<file path="src/rtl/ldpc_minsum_decoder_pkg.sv">
// Shared types and arithmetic helpers for the offset-min-sum LDPC decoder.
package ldpc_pkg;

  localparam logic [1:0] CONVERGED = 2'b01;
  localparam logic [1:0] MAX_ITER  = 2'b10;

  typedef enum logic [2:0] {
    IDLE   = 3'd0,
    CHECK  = 3'd1,
    CN_UPD = 3'd2,
    VN_UPD = 3'd3,
    DONE   = 3'd4
  } state_t;

  // Symmetric clamp to +/-(2^(width-1)-1), so the most negative code never appears.
  function automatic logic signed [31:0] sat_msg(input logic signed [31:0] value, input int width);
    logic signed [31:0] lim;
    lim = (32'sd1 <<< (width - 1)) - 32'sd1;
    if (value > lim) return lim;
    if (value < -lim) return -lim;
    return value;
  endfunction

  function automatic logic [31:0] msg_mag(input logic signed [31:0] value);
    return (value < 0) ? 32'(-value) : 32'(value);
  endfunction

endpackage

</file>
<file path="src/rtl/ldpc_minsum_decoder_cn_minsum.sv">
// Combinational extrinsic offset-min-sum for one parity-check row.
module ldpc_cn_minsum
  import ldpc_pkg::*;
#(
  parameter int           N        = 6,
  parameter int           WIDTH    = 8,
  parameter int           OFFSET   = 0,
  parameter logic [N-1:0] ROW_MASK = '1
) (
  input  logic [N*WIDTH-1:0] i_v2c,
  output logic [N*WIDTH-1:0] o_c2v
);

  localparam int             DEG   = $countones(ROW_MASK);
  localparam int             IW    = (N > 1) ? $clog2(N) : 1;
  localparam logic [WIDTH-1:0] OFF_W = WIDTH'(OFFSET);

  logic [WIDTH-1:0] w_mag [N];
  logic [N-1:0]     w_sgn;
  logic [WIDTH-1:0] w_min1;
  logic [WIDTH-1:0] w_min2;
  logic [IW-1:0]    w_idx;
  logic             w_sgn_all;

  genvar gi;
  generate
    for (gi = 0; gi < N; gi++) begin : g_in
      assign w_mag[gi] = WIDTH'(msg_mag(32'($signed(i_v2c[gi*WIDTH +: WIDTH]))));
      assign w_sgn[gi] = i_v2c[gi*WIDTH + WIDTH - 1];
    end
  endgenerate

  // Two smallest magnitudes plus the position of the smallest give every edge its extrinsic min.
  always_comb begin
    w_min1    = '1;
    w_min2    = '1;
    w_idx     = '0;
    w_sgn_all = 1'b0;
    for (int n = 0; n < N; n++) begin
      if (ROW_MASK[n]) begin
        w_sgn_all = w_sgn_all ^ w_sgn[n];
        if (w_mag[n] < w_min1) begin
          w_min2 = w_min1;
          w_min1 = w_mag[n];
          w_idx  = IW'(n);
        end else if (w_mag[n] < w_min2) begin
          w_min2 = w_mag[n];
        end
      end
    end
  end

  generate
    for (gi = 0; gi < N; gi++) begin : g_out
      if (ROW_MASK[gi] && DEG >= 2) begin : g_edge
        logic [WIDTH-1:0] w_sel;
        logic [WIDTH-1:0] w_off;
        assign w_sel = (w_idx == IW'(gi)) ? w_min2 : w_min1;
        assign w_off = (w_sel > OFF_W) ? (w_sel - OFF_W) : '0;
        assign o_c2v[gi*WIDTH +: WIDTH] = (w_sgn_all ^ w_sgn[gi]) ? -w_off : w_off;
      end else begin : g_zero
        assign o_c2v[gi*WIDTH +: WIDTH] = '0;
      end
    end
  endgenerate

endmodule

</file>
<file path="src/rtl/ldpc_minsum_decoder.sv">
// Flooding offset-min-sum LDPC decoder with syndrome-based early termination.
module ldpc_minsum_decoder
  import ldpc_pkg::*;
#(
  parameter int             N        = 6,
  parameter int             M        = 3,
  parameter int             WIDTH    = 8,
  parameter int             ITER_W   = 8,
  parameter int             OFFSET   = 0,
  parameter logic [M*N-1:0] H_MATRIX = 18'h2558B
) (
  input  logic                clk,
  input  logic                rst_n,
  input  logic                in_valid,
  output logic                in_ready,
  input  logic [N*WIDTH-1:0]  llr_in,
  input  logic [ITER_W-1:0]   max_num_iter,
  output logic                out_valid,
  input  logic                out_ready,
  output logic [N-1:0]        cw_out,
  output logic [ITER_W-1:0]   iter_out,
  output logic [1:0]          status,
  output logic                busy
);

  localparam int AW = WIDTH + $clog2(M + 1);

  state_t r_state;
  state_t w_state_next;

  logic [N-1:0][WIDTH-1:0]        r_llr;
  logic [M-1:0][N-1:0][WIDTH-1:0] r_v2c;
  logic [M-1:0][N-1:0][WIDTH-1:0] r_c2v;
  logic [N-1:0]                   r_hd;
  logic [ITER_W-1:0]              r_iter_cnt;
  logic [ITER_W-1:0]              r_max_iter;
  logic [N-1:0]                   r_cw;
  logic [ITER_W-1:0]              r_iter_out;
  logic [1:0]                     r_status;

  logic [N-1:0][WIDTH-1:0]        w_llr_clamp;
  logic [N-1:0]                   w_llr_hd;
  logic [M-1:0][N-1:0][WIDTH-1:0] w_v2c_init;
  logic [M-1:0][N-1:0][WIDTH-1:0] w_c2v;
  logic [M-1:0][N-1:0][WIDTH-1:0] w_v2c_upd;
  logic [N-1:0]                   w_app_hd;
  logic [M-1:0]                   w_syndrome;
  logic                           w_conv;
  logic                           w_limit;

  genvar gi, gj;
  generate
    for (gi = 0; gi < N; gi++) begin : g_llr
      assign w_llr_clamp[gi] = WIDTH'(sat_msg(32'($signed(llr_in[gi*WIDTH +: WIDTH])), WIDTH));
      assign w_llr_hd[gi]    = llr_in[gi*WIDTH + WIDTH - 1];
      for (gj = 0; gj < M; gj++) begin : g_init
        assign w_v2c_init[gj][gi] = H_MATRIX[gj*N + gi] ? w_llr_clamp[gi] : '0;
      end
    end

    for (gi = 0; gi < M; gi++) begin : g_cn
      ldpc_cn_minsum #(
        .N        (N),
        .WIDTH    (WIDTH),
        .OFFSET   (OFFSET),
        .ROW_MASK (H_MATRIX[gi*N +: N])
      ) u_cn (
        .i_v2c (r_v2c[gi]),
        .o_c2v (w_c2v[gi])
      );
      assign w_syndrome[gi] = ^(r_hd & H_MATRIX[gi*N +: N]);
    end

    // app is summed wide enough that M+1 full-scale terms cannot wrap before saturation.
    for (gi = 0; gi < N; gi++) begin : g_vn
      logic signed [AW-1:0]    w_sum;
      logic signed [WIDTH-1:0] w_app;
      always_comb begin
        w_sum = AW'($signed(r_llr[gi]));
        for (int m = 0; m < M; m++) begin
          if (H_MATRIX[m*N + gi]) w_sum = w_sum + AW'($signed(r_c2v[m][gi]));
        end
      end
      assign w_app        = WIDTH'(sat_msg(32'(w_sum), WIDTH));
      assign w_app_hd[gi] = w_app[WIDTH-1];
      for (gj = 0; gj < M; gj++) begin : g_ext
        assign w_v2c_upd[gj][gi] = H_MATRIX[gj*N + gi]
          ? WIDTH'(sat_msg(32'(w_app) - 32'($signed(r_c2v[gj][gi])), WIDTH))
          : '0;
      end
    end
  endgenerate

  assign w_conv  = ~|w_syndrome;
  assign w_limit = (r_iter_cnt == r_max_iter);

  always_ff @(posedge clk or negedge rst_n) begin
    if (!rst_n) r_state <= IDLE;
    else        r_state <= w_state_next;
  end

  always_comb begin
    w_state_next = r_state;
    in_ready     = 1'b0;
    out_valid    = 1'b0;
    busy         = 1'b1;
    case (r_state)
      IDLE: begin
        in_ready = 1'b1;
        busy     = 1'b0;
        if (in_valid) w_state_next = CHECK;
      end
      CHECK:  w_state_next = (w_conv || w_limit) ? DONE : CN_UPD;
      CN_UPD: w_state_next = VN_UPD;
      VN_UPD: w_state_next = CHECK;
      DONE: begin
        out_valid = 1'b1;
        if (out_ready) w_state_next = IDLE;
      end
      default: w_state_next = IDLE;
    endcase
  end

  always_ff @(posedge clk or negedge rst_n) begin
    if (!rst_n) begin
      r_llr      <= '0;
      r_v2c      <= '0;
      r_c2v      <= '0;
      r_hd       <= '0;
      r_iter_cnt <= '0;
      r_max_iter <= '0;
      r_cw       <= '0;
      r_iter_out <= '0;
      r_status   <= 2'b00;
    end else begin
      case (r_state)
        IDLE: begin
          if (in_valid) begin
            r_llr      <= w_llr_clamp;
            r_v2c      <= w_v2c_init;
            r_hd       <= w_llr_hd;
            r_max_iter <= max_num_iter;
            r_iter_cnt <= '0;
          end
        end
        CHECK: begin
          if (w_conv || w_limit) begin
            r_cw       <= r_hd;
            r_iter_out <= r_iter_cnt;
            r_status   <= w_conv ? CONVERGED : MAX_ITER;
          end
        end
        CN_UPD: r_c2v <= w_c2v;
        VN_UPD: begin
          r_v2c <= w_v2c_upd;
          r_hd  <= w_app_hd;
          if (r_iter_cnt != '1) r_iter_cnt <= r_iter_cnt + 1'b1;
        end
        default: ;
      endcase
    end
  end

  assign cw_out   = r_cw;
  assign iter_out = r_iter_out;
  assign status   = r_status;

endmodule

</file>
<file path="config.mk">
export PLATFORM = sky130hd
export DESIGN_NAME = ldpc_minsum_decoder
export DESIGN_NICKNAME = d
export VERILOG_FILES = /design/src/rtl/ldpc_minsum_decoder_pkg.sv /design/src/rtl/ldpc_minsum_decoder_cn_minsum.sv /design/src/rtl/ldpc_minsum_decoder.sv
export SDC_FILE = /design/constraint.sdc
export NUM_CORES = 1
export LEC_CHECK = 0
export CORE_MARGIN = 2
export CORE_UTILIZATION = 40
export DETAILED_ROUTE_END_ITERATION = 7
export PLACE_DENSITY = 0.55
export SLEW_MARGIN = 20
export SYNTH_ARGS = -nofsm -noshare
export SYNTH_HDL_FRONTEND = slang
export SYNTH_SLANG_ARGS = --single-unit
</file>
<file path="constraint.sdc">
create_clock -name clk -period 5.5 [get_ports clk]
set_input_delay 0.825 -clock clk [delete_from_list [all_inputs] [get_ports clk]]
set_output_delay 0.825 -clock clk [all_outputs]
set_load 0.02 [all_outputs]
</file>
==> results of run 1 <==
-- final timing paths --
kind,from,cells after the start,end
max,r_v2c[116],25,r_c2v[115]
min,rst_n,1,r_llr[45]
max reg2reg,r_v2c[116],25,r_c2v[115]
min reg2reg,r_c2v[14],2,r_c2v[14]
max in group asynchronous,rst_n,2,r_c2v[84]
min in group clk,r_c2v[14],2,r_c2v[14]
-- cell type report --
| cell class | count | area, um2 | share of cell area (%) |
|---|---|---|---|
| timing repair buffer | 295 | 2510 | 9.22 |
| tap | 748 | 936 | 3.43 |
| multi-input combinational | 2152 | 16100 | 59.1 |
| clock inverter | 8 | 101 | 0.372 |
| clock buffer | 41 | 863 | 3.17 |
| sequential | 233 | 5830 | 21.4 |
| inverter | 240 | 901 | 3.30 |
-- synthesized netlist by cell type (all sizes together) (9+ instances only) --
| master | count | area (um2) |
|---|---|---|
| o41ai | 11 | 111 |
| mux2i | 58 | 581 |
| a21boi | 48 | 360 |
| and3 | 19 | 129 |
| maj3 | 10 | 100 |
| o22ai | 14 | 87.6 |
| or3 | 22 | 148 |
| or2 | 11 | 68.8 |
| a221o | 9 | 90.1 |
| mux2 | 39 | 443 |
| o21a | 30 | 225 |
| nor2 | 197 | 742 |
| nand3 | 44 | 220 |
| a21oi | 197 | 990 |
| nand4 | 13 | 81.3 |
| buf | 29 | 179 |
| a21o | 45 | 338 |
| o21bai | 9 | 67.6 |
| fa | 39 | 781 |
| o211ai | 20 | 155 |
| nor2b | 37 | 231 |
| nand2b | 35 | 219 |
| and2 | 12 | 75.1 |
| a22o | 26 | 228 |
| dfrtp | 233 | 5830 |
| nor4 | 20 | 153 |
| ha | 217 | 2720 |
| a32oi | 10 | 87.6 |
| inv | 240 | 901 |
| or4 | 14 | 105 |
| a31oi | 26 | 163 |
| nor3 | 53 | 265 |
| o21ai | 242 | 1210 |
| a211oi | 19 | 165 |
| o31ai | 27 | 245 |
| clkbuf | 68 | 255 |
| xnor2 | 87 | 762 |
| xor2 | 78 | 698 |
| nand2 | 276 | 1040 |
| nor3b | 36 | 280 |
| a221oi | 9 | 78.8 |
-- kinds of logic (layout without fill, tap and decap cells) --
kind of cell / count (synthesis) / in the layout / synth area share [%]
adders and majority gates: 266 / 266 / 16.0
AOI/OAI and AO/OA: 811 / 812 / 23.4
DFF: 233 / 233 / 26.0
and+or+nand+nor: 812 / 812 / 17.6
muxes: 97 / 97 / 4.56
xor gates and xnor gates: 165 / 165 / 6.51
buffers and inverters: 337 / 584 / 5.95
-- flip-flops by register name, summed over array words and instances, names as in the netlist --
name / count
r_v2c: 72
r_hd: 6
cw_out: 6
iter_out: 8
status: 2
r_max_iter: 8
r_llr: 48
r_c2v: 72
r_state: 3
r_iter_cnt: 8
-- stage by stage --
stage          util [%]  setup TNS, ns  cells  setup slack [ns]  hold WS [ns]
3_5_place_dp       45.5          -1.10   3626            -0.150         0.475
5_1_grt            49.3         -0.899   3717            -0.109         0.259
2_1_floorplan         -        -0.0960   2721           -0.0613         0.450
6_report           49.3              0   3717             0.138         0.228
3_3_place_gp       45.5         -0.245   3626           -0.0811         0.467
4_1_cts            47.4              0   3676           0.00460         0.221
-- timing repair --
item	CTS	global route
cloned	0	5
pin swaps	1	56
endpoints found under the setup margin	27	103
buffers inserted	1	35
resized for setup	14	170
-- layer usage --
metal / vias up / part of all wire (%) / GRT usage (%)
li1: 10200 / - / -
met1: 10000 / 46 / 33.6
met2: 464 / 46 / 41.3
met3: 118 / 5.0 / 3.80
met4: 2 / 2.9 / 7.03
met5: - / 0.018 / 0
==> impl_metrics.ini, run 1 <==
[outcome]
status = complete, no violations

[floorplanning]
fp.coreArea_um2 = 55300
core.rowCount = 86
die_w_um = 241
die_h_um = 241
dieArea_um2 = 58000
io_pins = 79
start_util_pct = 40.6

[timing]
timing.final.crit_share_pct = 97.5
relSlewSlack_pct = 31.4
rsz0062_at_grt = true
period_minus_slack_ns = 5.36
max_clock_freq_mhz = 187
setup_violations = 0
worstMarginPinSlew_ns = 1.03
clock_skew_ns = 0.0253
finalHoldViolations = 0
slew_viol_final = 0

[setup_path]
path_buf_inv = 3
max_stage_delay_ns = 0.42
cp.arrival_ns = 5.83
crit_fanout = 6
path_delay_family = compound AO/OA/AOI/OAI gates
start_kind = flop
end_kind = flop
cpMaxStageDelayCell = or3_4
worstPathRequired_ns = 5.97
r2r_slack_ns = 0.14
critical_path_class = reg2reg

[logic_synthesis]
synth_enable_flop_cells = 0
async_reset_ff_share_pct = 100
syn_area_um2 = 22400
synth-seq-area-share_pct = 26.0
avgSynthCellArea_um2 = 8.25
syn_inst = 2721
synthDistinctLibCells = 91
yosysWarnings = 0
ys.flop_type = dfrtp_1
syn-num-nets = 3037
synth-seq-cells = 233

[cells_and_area]
fill_cells = 5404
nNetsFinal = 3268
n_antenna_cell = 0
final_cell_mix = 274 x nand2_1, 235 x inv_1, 233 x dfrtp_1, 207 x ha_1, 206 x buf_4
area_delta_synth_final_pct = 21.5
drive_gt1_share_pct = 16.5
final_common_cell = nand2_1
stdcell_area_um2 = 27300

[placement]
place_hpwl_um = 56500
postPlaceCellArea_um2 = 25200
place_congestion = 0.964
io_buffer_count = 78

[clock_network]
cts_buffer_depth = 3
htreeDepth = 1
cts_tree = built
clk_latency_ns = 0.60
cts_made_buffers = 30
path_clk_slew_ns = 0.06
cts.sinks = 233
holdBufCountCts = 0
clock_tree.root_cell = clkbuf_16

[routing]
wl_um = 73100
num_vias = 20800
ant_nets = 0
post-route-drc-count = 0
drtIter0Drc = 1297
drt_pre_antenna_iters = 5
via_per_inst = 5.59
wl_per_cell_um = 19.7

[global_route]
grt_max_degree = 100
grt_pass1_vias = 20700
antenna_found_initial = 3
grt_pass1_wl_um = 114000
globalRoute.totalOverflow = 0
grt_usage_pct = 24.9

[worst_hold_path]
hold_path.class = in2async

[job]
maxCapViolCount = 0
Power of run 1 is not shown: default switching activity piles up to over one toggle a cycle in this logic, so the estimate is an artifact.
==> inputs of run 2 (changes only) <==
Clock period 5.5 ns to 4.3 ns, I/O delays scaled along.
==> run 2 against run 1 <==
Worst hold slack worse by 0.23 ns. Register-to-register slack got worse by 1.1 ns. The run now ends with negative setup slack left. Die area is the same. Critical path depth shrank 1. Flip-flop and latch count did not move. Final cell count rose by 16%.
==> impl_metrics.ini, run 2 (same netlist as run 1, synthesis figures left out) <==
[cells_and_area]
final_cell_mix = 716 x buf_4, 253 x nand2_1, 231 x dfrtp_1, 214 x inv_1, 166 x nor2_1
largest_registers = r_c2v x72, r_v2c x72, r_llr x48
drive_gt1_share_pct = 41.3
final_common_cell = buf_4
n_antenna_cell = 0
final_util_pct = 63.2
nNetsFinal = 3866
area_delta_synth_final_pct = 55.7

[clock_network]
path_clk_slew_ns = 0.07
clock_tree.root_cell = clkbuf_16
cts_made_buffers = 31
htreeDepth = 1
cts_buffer_depth = 3
clk_latency_ns = 0.62
holdBufCountCts = 0
cts.sinks = 233
cts_tree = built

[timing]
finalHoldViolations = 0
setup_violations = 111
fin_ws_ns = -1.00
setup_tns_ns = -73.05
max_clock_freq_mhz = 189
clock_skew_ns = 0.0291
period_minus_slack_ns = 5.30
relSlewSlack_pct = 11.7
timing.final.crit_share_pct = 123
worstMarginPinSlew_ns = 1.31
rsz0062_at_grt = true
slew_viol_final = 0

[floorplanning]
die_w_um = 241
start_util_pct = 40.6
die_h_um = 241
fp.coreArea_um2 = 55300
core.rowCount = 86
io_pins = 79
dieArea_um2 = 58000

[placement]
io_buffer_count = 78
place_hpwl_um = 61600
place_congestion = 0.962

[setup_path]
ff2ff_path_depth = 24
worstPathRequired_ns = 4.76
cp.arrival_ns = 5.76
regToRegEndpoint = r_c2v[11]
crit-reg2reg-launch = r_v2c[8]
start_kind = flop
critical_path_class = reg2reg
crit_fanout = 5
r2r_slack_ns = -1.00
end_kind = flop

[routing]
wl_per_cell_um = 19.4
drt_pre_antenna_iters = 5
drtIter0Drc = 1305
num_vias = 23800
via_per_inst = 5.51
post-route-drc-count = 0
wl_um = 83800
ant_nets = 0

[global_route]
grt_usage_pct = 28.2
antenna_found_initial = 0
grt_pass1_vias = 24500
grt_pass1_wl_um = 130000
grt_max_degree = 82
globalRoute.totalOverflow = 0

[job]
maxCapViolCount = 0

[worst_hold_path]
hold_path.class = in2async

[outcome]
violations = negative setup slack
status = complete, but fails checks
[run 2: cell types whose count changed in the layout (fill, tap and decap cells not counted), sizes merged]
cell,change
bufinv,+2
clkinv,+5
clkinvlp,+4
inv,+3
buf,+598
clkbuf,-7
[run 2: layout make-up]
type	count	area, um2
Fill cell	4600	20400
Multi-Input combinational cell	2152	18800
Timing Repair Buffer	892	7400
Sequential cell	233	5830
Tap cell	748	936
Inverter	240	906
Clock buffer	35	831
Clock inverter	22	273
[run 2: per-stage QoR]
step	setup slack, ns	cells	hold slack (ns)	instance area [um2]
after floorplan	-1.26	2721	0.349	23500
after CTS	-0.897	4274	0.0257	33500
after global placement	-1.07	4098	0.467	29700
final	-1.00	4322	0.00132	34900
after detailed placement	-1.22	4099	0.473	29700
after global routing	-1.17	4322	0.0276	34900
[run 2: worst max path at each step]
stage,slack [ns],start,endpoint,cells after the start
after global routing,-1.17,r_v2c[116],r_c2v[119],25
after detailed placement,-1.22,r_v2c[97],r_c2v[118],29
after floorplan,-1.26,r_v2c[96],r_c2v[119],28
after CTS,-0.90,r_v2c[114],r_c2v[119],25
after global placement,-1.07,r_v2c[96],r_c2v[118],28
final,-1.00,r_v2c[8],r_c2v[11],24
[run 2: critical path, stage by stage (launching register included)]
cell and delay (ns):
dfrtp_1 0.42, or3_4 0.42, or4_4 0.54, inv_4 0.09
ha_4 0.19, nand4_1 0.09, nor2_2 0.06, a211oi_4 0.33
buf_6 0.18, mux2_4 0.34, ha_4 0.25, a21o_1 0.19
a311oi_2 0.29, nand3_1 0.17, buf_6 0.16, nor2_4 0.12
a211oi_4 0.07, buf_6 0.15, a21oi_4 0.16, ha_4 0.18
nand3_2 0.08, mux2i_4 0.22, nor4_2 0.09, xnor2_1 0.29
o21ai_1 0.10
[run 2: timing repair]
action | CTS | global route
buffers inserted | 131 | 61
cloned | 2 | 1
pin swaps | 251 | 200
gates resized for setup | 413 | 246
endpoints found under the setup margin | 120 | 120
[run 2: layer usage]
metal	part of all wire, %	up-vias	global-route usage, %
met3	4.3	203	3.47
met5	0	-	0
met4	3.7	0	10.0
li1	-	11400	-
met1	43	11600	35.8
met2	49	606	49.1
Power of run 2 is left out for the same reason.
